[src/rtl/mem_port_arbiter.sv]
// Arbitrates a single-port memory between the fetch (IF) and data (DM) requesters.
// DM wins by default; a run counter bounds how long a waiting fetch can be held off.
module mem_port_arbiter #(
  parameter int unsigned ADDR_W     = 12,
  parameter int unsigned DATA_W     = 16,
  parameter int unsigned MEM_LAT    = 1,
  parameter int unsigned MAX_DM_RUN = 4
) (
  input  logic              clk,
  input  logic              rst,
  input  logic              if_req,
  input  logic [ADDR_W-1:0] if_addr,
  output logic              if_gnt,
  output logic              if_rvalid,
  output logic [DATA_W-1:0] if_rdata,
  input  logic              dm_req,
  input  logic              dm_we,
  input  logic [ADDR_W-1:0] dm_addr,
  input  logic [DATA_W-1:0] dm_wdata,
  output logic              dm_gnt,
  output logic              dm_rvalid,
  output logic [DATA_W-1:0] dm_rdata,
  output logic              if_stall,
  output logic              mem_en,
  output logic              mem_we,
  output logic [ADDR_W-1:0] mem_addr,
  output logic [DATA_W-1:0] mem_wdata,
  input  logic [DATA_W-1:0] mem_rdata
);

  localparam int unsigned      CNT_W   = 4;
  localparam logic [CNT_W-1:0] RUN_MAX = CNT_W'(MAX_DM_RUN);

  logic [CNT_W-1:0]   run_cnt;
  logic [MEM_LAT-1:0] tag_vld;
  logic [MEM_LAT-1:0] tag_dm;
  logic               dm_rd;
  logic               ret_vld;
  logic               ret_dm;

  // Grant is decided in the request cycle; nothing is granted while in reset.
  always_comb begin
    if_gnt = 1'b0;
    dm_gnt = 1'b0;
    if (rst) begin
      if (dm_req && !(if_req && run_cnt == RUN_MAX)) begin
        dm_gnt = 1'b1;
      end else if (if_req) begin
        if_gnt = 1'b1;
      end
    end
  end

  always_comb begin
    mem_addr  = '0;
    mem_wdata = '0;
    if (dm_gnt) begin
      mem_addr  = dm_addr;
      mem_wdata = dm_wdata;
    end else if (if_gnt) begin
      mem_addr = if_addr;
    end
  end

  assign mem_en   = if_gnt | dm_gnt;
  assign mem_we   = dm_gnt & dm_we;
  assign dm_rd    = dm_gnt & ~dm_we;
  assign if_stall = rst & if_req & ~if_gnt;

  // Counts consecutive DM wins over a waiting fetch; saturates at the forcing threshold.
  always_ff @(posedge clk or negedge rst) begin
    if (!rst) begin
      run_cnt <= '0;
    end else if (!if_req || if_gnt) begin
      run_cnt <= '0;
    end else if (dm_gnt && run_cnt < RUN_MAX) begin
      run_cnt <= run_cnt + CNT_W'(1);
    end
  end

  // Tag shift register: bit 0 is loaded at the grant edge, bit MEM_LAT-1 marks the return cycle.
  always_ff @(posedge clk or negedge rst) begin
    if (!rst) begin
      tag_vld <= '0;
      tag_dm  <= '0;
    end else begin
      tag_vld <= MEM_LAT'({tag_vld, if_gnt | dm_rd});
      tag_dm  <= MEM_LAT'({tag_dm, dm_rd});
    end
  end

  assign ret_vld   = tag_vld[MEM_LAT-1];
  assign ret_dm    = tag_dm[MEM_LAT-1];
  assign if_rvalid = ret_vld & ~ret_dm;
  assign dm_rvalid = ret_vld & ret_dm;
  assign if_rdata  = if_rvalid ? mem_rdata : '0;
  assign dm_rdata  = dm_rvalid ? mem_rdata : '0;

endmodule

[config.mk]
export PLATFORM = sky130hd
export DESIGN_NAME = mem_port_arbiter
export DESIGN_NICKNAME = d
export VERILOG_FILES = /design/src/rtl/mem_port_arbiter.sv
export SDC_FILE = /design/constraint.sdc
export NUM_CORES = 1
export LEC_CHECK = 0
export BUFFER_PORTS_ARGS = -buffer_cell sky130_fd_sc_hd__buf_2
export CORE_MARGIN = 2
export CORE_UTILIZATION = 30
export CTS_BUF_LIST = sky130_fd_sc_hd__clkbuf_8
export DETAILED_ROUTE_END_ITERATION = 10
export GPL_ROUTABILITY_DRIVEN = 0
export PLACE_DENSITY_LB_ADDON = 0.05
export SKIP_CTS_REPAIR_TIMING = 1
export SLEW_MARGIN = 30
export SYNTH_ARGS = -nofsm -noshare
export SYNTH_HDL_FRONTEND = slang
export SYNTH_SLANG_ARGS = --single-unit
[constraint.sdc]
create_clock -name clk -period 1.5 [get_ports clk]
set_input_delay 0.075 -clock clk [delete_from_list [all_inputs] [get_ports clk]]
set_output_delay 0.075 -clock clk [all_outputs]
set_load 0.01 [all_outputs]
* Word-level counts from Yosys, hierarchy flattened
Cells that the tools add are included.
** Operators by class
- Bitwise operators :: 11
- Mux-type cells :: 12
- $lt $le $gt $ge :: 1
- Add/subtract/negate cells :: 1
- Equality and inequality tests :: 1
- Reduce and logical (&&, ||, !) cells :: 7
** Operators with widths (number)
- two-way mux 16 bit :: 3
- two-way mux 12 bit :: 2
- two-way mux 4 bit :: 2
- bitwise AND 1 bit :: 6
- two-way mux 1 bit :: 5
- adder 4 x 1 -> 4 bit (second input constant) :: 1
- equality test 4 x 3 -> 1 bit (second input constant) :: 1
- < comparator 4 x 3 -> 1 bit (second input constant) :: 1
- logical AND 1 bit :: 3
- NOT 1 bit :: 3
- logical NOT 1 bit :: 2
- OR 1 bit :: 2
- nonzero test 2 bit :: 1
- logical OR 1 bit :: 1
** Word-level totals
- Logic and storage cells :: 36
- Output and inout bits :: 67
- Input port bits :: 61
- Flip-flop bits (word level) :: 6

* Logic depth before layout (Yosys ltp)
- Depth after elaboration :: 9
- Depth in mapped cells :: 6
- Depth with buffers taken out :: 5

* Worst setup path after synthesis
OpenSTA, ideal clock, no wires.
- Path kind :: reg2out
- Start point :: register run_cnt[0]
- End point :: output mem_addr[10]
- Setup slack :: 88 ps
- Arrival :: 1337 ps
- Data required time :: 1425 ps
- Path buffers :: 1
- Cell stages (with the launch flop) :: 7
- Cell sequence :: dfrtp_1 inv_1 ha_1 nand3b_2 a21oi_2 buf_6 a22o_1
** On the way
- Longest elaborated chain between the ends :: 8
- Elaborated cells on any way between the ends :: 10
- Classes of those cells :: 1 x eq/ne; 6 x mux; 3 x reduce/logical
** Ends and longest elaborated chain
- from (decl) :: RTL line 34 : logic [CNT_W-1:0] run_cnt;
- from (signal assigned) :: RTL line 77 : run_cnt <= run_cnt + CNT_W'(1);
- equality test 4 x 3 -> 1 bit :: RTL line 46 : if (dm_req && !(if_req && run_cnt == RUN_MAX)) begin
- logical AND 1 bit :: RTL line 46
- logical NOT 1 bit :: RTL line 46
- logical AND 1 bit :: RTL line 46
- two-way mux 1 bit :: RTL line 46
- two-way mux 1 bit :: RTL line 45 : if (rst) begin
- named net if_gnt :: RTL line 13 : output logic if_gnt,
- two-way mux 12 bit :: RTL line 60 : end else if (if_gnt) begin
- two-way mux 12 bit :: RTL line 57 : if (dm_gnt) begin
- to (decl) :: RTL line 26 : output logic [ADDR_W-1:0] mem_addr,
The timed path passes the listed nets, and every way through them passes these cells.

* Final worst setup path
- Start point :: register run_cnt[1]
- End point :: output mem_addr[2]
** On the way
- Longest elaborated chain between the ends :: 8
- Elaborated cells on any way between the ends :: 10
- Classes of those cells :: 1 x eq/ne; 6 x mux; 3 x reduce/logical
** Ends and longest elaborated chain (RTL line)
- equality test 4 x 3 -> 1 bit (*) :: 46
- logical AND 1 bit (*) :: 46
- logical NOT 1 bit (*) :: 46
- logical AND 1 bit (*) :: 46
- two-way mux 1 bit :: 46
- two-way mux 1 bit :: 45
- two-way mux 12 bit :: 60
- two-way mux 12 bit (*) :: 57
Mark *: on every way between the ends. The rest lies on a longest branch, timed or not.

==> summary.md <==
| Metric | Value |
|---|---|
| Status | finished with violations |
| Failing checks | setup timing |
| Ranking of synthesized cells by area | and2_1, dfrtp_1, a22o_1 |
| CP max-delay cell | dfrtp_1 |
| NetSw | 0.231 mW |
| Setup crit start kind | register |
| Slew headroom | 0.809 |
| GRT busiest layer | met2 |
| Clock buffer depth | 2 |
| Data required, critical path | 1.42 ns |
| Hold_ws | 0.157 ns |
| Avg Cell Area, Syn | 8.10 sq um |
| Initial Util | 0.308 |
| HPWL after DPL | 2220 microns |
| Leakage power | 1.08 nW |
| Worst VDD drop | 376 uV |
| TritonRoute pass-1 iters | 4 |
| 1st-iter DRT viols | 50 |
| Max incr delay on CP | 0.39 ns |
| Comb power frac | 0.444 |
| Reg2Reg Capture Point | ret_vld$_DFF_PN0_ |
| GR Util met2 | 0.302 |
| Htree depth | 1 |
| Worst Reg-to-Reg Cells | 6 |
| Core area | 0.00271 sq mm |
| # nets final | 301 |
| Switch share | 0.306 |
| FMAX | 610 MHz |
| Die area | 0.00322 sq mm |
| Setup ws final | -0.140 ns |
| Unrepaired setup endpoints after global routing | true |
| Overall die height | 56.7 microns |
| Max-cap violations | 0 |
| Slew of the pin with the lowest slew margin | 0.285 ns |
| Post-synthesis cell type count | 25 |
| Via density | 4.65 |
| Root Buffer Master | clkbuf_8 |
| Critical-path cell list | inv_2 > ha_4 > nand3b_4 > a21oi_4 > clkbuf_16 > a22o_1 > buf_2 |
| WP data arrival | 1.57 ns |
| Met3 Use GR | 0.0276 |
| Fin crit share | 1.09 |
| Vias in the first global route | 999 |
| Met1 usage | 0.150 |
| Area leader, netlist | and2_1 |
| Top cell type's share of synthesized area | 0.262 |
| Net count after synthesis | 166 |
| Most common cell after layout, fill and taps aside | buf_2 |
| Period minus WS final | 1.64 ns |
| # diodes | 0 |
| TritonCTS buffer count | 3 |
| Sequential Power Share | 0.226 |
| Worst-path fanout max | 7 |
| Num rows | 19 |
| IO Port Bufs | 127 |
| Mapped cell area | 835 sq um |
| Final wirelength | 2790 microns |
| RR Startpoint | run_cnt[1]$_DFFE_PN0P_ |
| Commonest non-fill, non-tap cells in the layout | buf_2, and2_1, and3_1, a22o_1, dfrtp_1 |
| Setup TNS | -2.72 ns |
| HP Class | input pin to register |
| # IOs | 128 |
| Cell internal pwr | 0.523 mW |
| Worst Hold Launch | dm_we |
| Final hold vios | 0 |
| Via count | 1,241 |
| # clock sinks | 6 |
| Antenna-violating nets left | 0 |
| Reg2Reg Setup Slack | 0.26 ns |
| Area grow syn2layout | 99.1% |
| Clk pwr share | 0.330 |
| Post-synthesis sequential area ratio | 0.180 |
| Final Max Slew Viols | 0 |
| Share of layout cells above drive strength 1 | 0.631 |
| Final Skew | 0.00244 ns |
| Final setup fails | 30 |
| Number of fill cells in the layout | 234 |
| CP Capture Type | primary output |
| DRC viols | 0 |
| Worst Hold Endpoint | ret_dm$_DFF_PN0_ |
| Die W | 56.7 microns |
| Ys Warns | 0 |
| Hold path depth | 3 |
| Largest net degree at the start of global routing | 23 |
| Synth Register Bits | 6 |
| DR WL/cell | 10.4 microns |
| Synth Instances | 103 |
| Global-route wire length before repair | 3990 microns |
| Total power draw | 0.753 mW |
| Clock tree from TritonCTS | built |
| CP Class | register to primary output |
| Power Dens Cells | 453 mW/mm^2 |
| Clk slew on worst S/H paths | 0.04 ns |
| Gr ovfl total | 0 |
| Initial antenna violation count | 0 |
| Worst-Skew Late Latency | 0.23 ns |
| All-Layer GR Usage | 0.153 |
## worst max-delay path: cells and delay by family, from the launching register on
family          cells  cell delay (ns)
flops               1             0.39
buf+inv             3             0.37
compound gates      2             0.32
fa+ha+maj           1             0.16
simple gates        1             0.09
## layout make-up
type	instances	area, sq um	area share
Clock buffer	3	41.3	0.0248
Sequential cell	6	150	0.0904
Multi-Input combinational cell	86	644	0.388
Timing Repair Buffer	137	772	0.465
Inverter	4	15.0	0.00904
Tap cell	31	38.8	0.0233
## layer usage
metal / part of all wire / routed length [microns]
met3: 0.12 / 337
met4: 0.016 / 45
met1: 0.36 / 1010
met2: 0.50 / 1390
met5: 0 / 0
## sequential cells by signal, indices dropped and copies added (netlist names)
register and flops:
ret_vld 1, run_cnt 4, ret_dm 1
## worst max path at each step
stage                                      start      endpoint
after floorplan           run_cnt[0]$_DFFE_PN0P_  mem_addr[10]
after global placement    run_cnt[1]$_DFFE_PN0P_   mem_addr[8]
after detailed placement  run_cnt[1]$_DFFE_PN0P_   mem_addr[2]
after CTS                 run_cnt[1]$_DFFE_PN0P_   mem_addr[2]
after global routing      run_cnt[0]$_DFFE_PN0P_  mem_addr[11]
final                     run_cnt[1]$_DFFE_PN0P_   mem_addr[2]
## power groups by stage
stage | Clock [mW] | Sequential (mW) | Combinational [mW]
after floorplan | 0 | 0.175 | 0.146
after global placement | 0 | 0.172 | 0.310
after detailed placement | 0 | 0.172 | 0.314
after CTS | 0.252 | 0.170 | 0.316
after global routing | 0.266 | 0.171 | 0.367
final | 0.249 | 0.170 | 0.334
## per-stage QoR
| step | instance area (sq um) | setup slack, ns | util | std cells |
|---|---|---|---|---|
| after floorplan | 835 | 0.0882 | - | 103 |
| after global placement | 1520 | 0.0691 | 0.561 | 260 |
| after detailed placement | 1520 | 0.0159 | 0.561 | 260 |
| after CTS | 1560 | -0.233 | 0.577 | 263 |
| after global routing | 1660 | -0.191 | 0.613 | 267 |
| final | 1660 | -0.140 | 0.613 | 267 |
## kinds of logic (layout without fill, tap and decap cells)
group | count (synthesis) | count (layout) | synth area share
buffers and inverters | 11 | 144 | 0.0869
DFF | 6 | 6 | 0.180
AOI/OAI and AO/OA | 17 | 17 | 0.198
xor gates and xnor gates | 1 | 1 | 0.0105
muxes | 1 | 1 | 0.0120
and+or+nand+nor | 65 | 65 | 0.483
adders and majority gates | 2 | 2 | 0.0300
## cells in the mapped netlist (all sizes together)
master,number
mux2i,1
and2,35
o21a,1
nand4b,1
xnor2,1
ha,2
a22o,12
and2b,1
buf,5
nand2,3
nand2b,1
nor2,5
a41oi,2
a21oi,1
a21o,1
and3,16
dfrtp,6
nand3b,1
clkbuf,2
and4bb,1
nand3,1
inv,4
(Power assumes the default switching activity.)
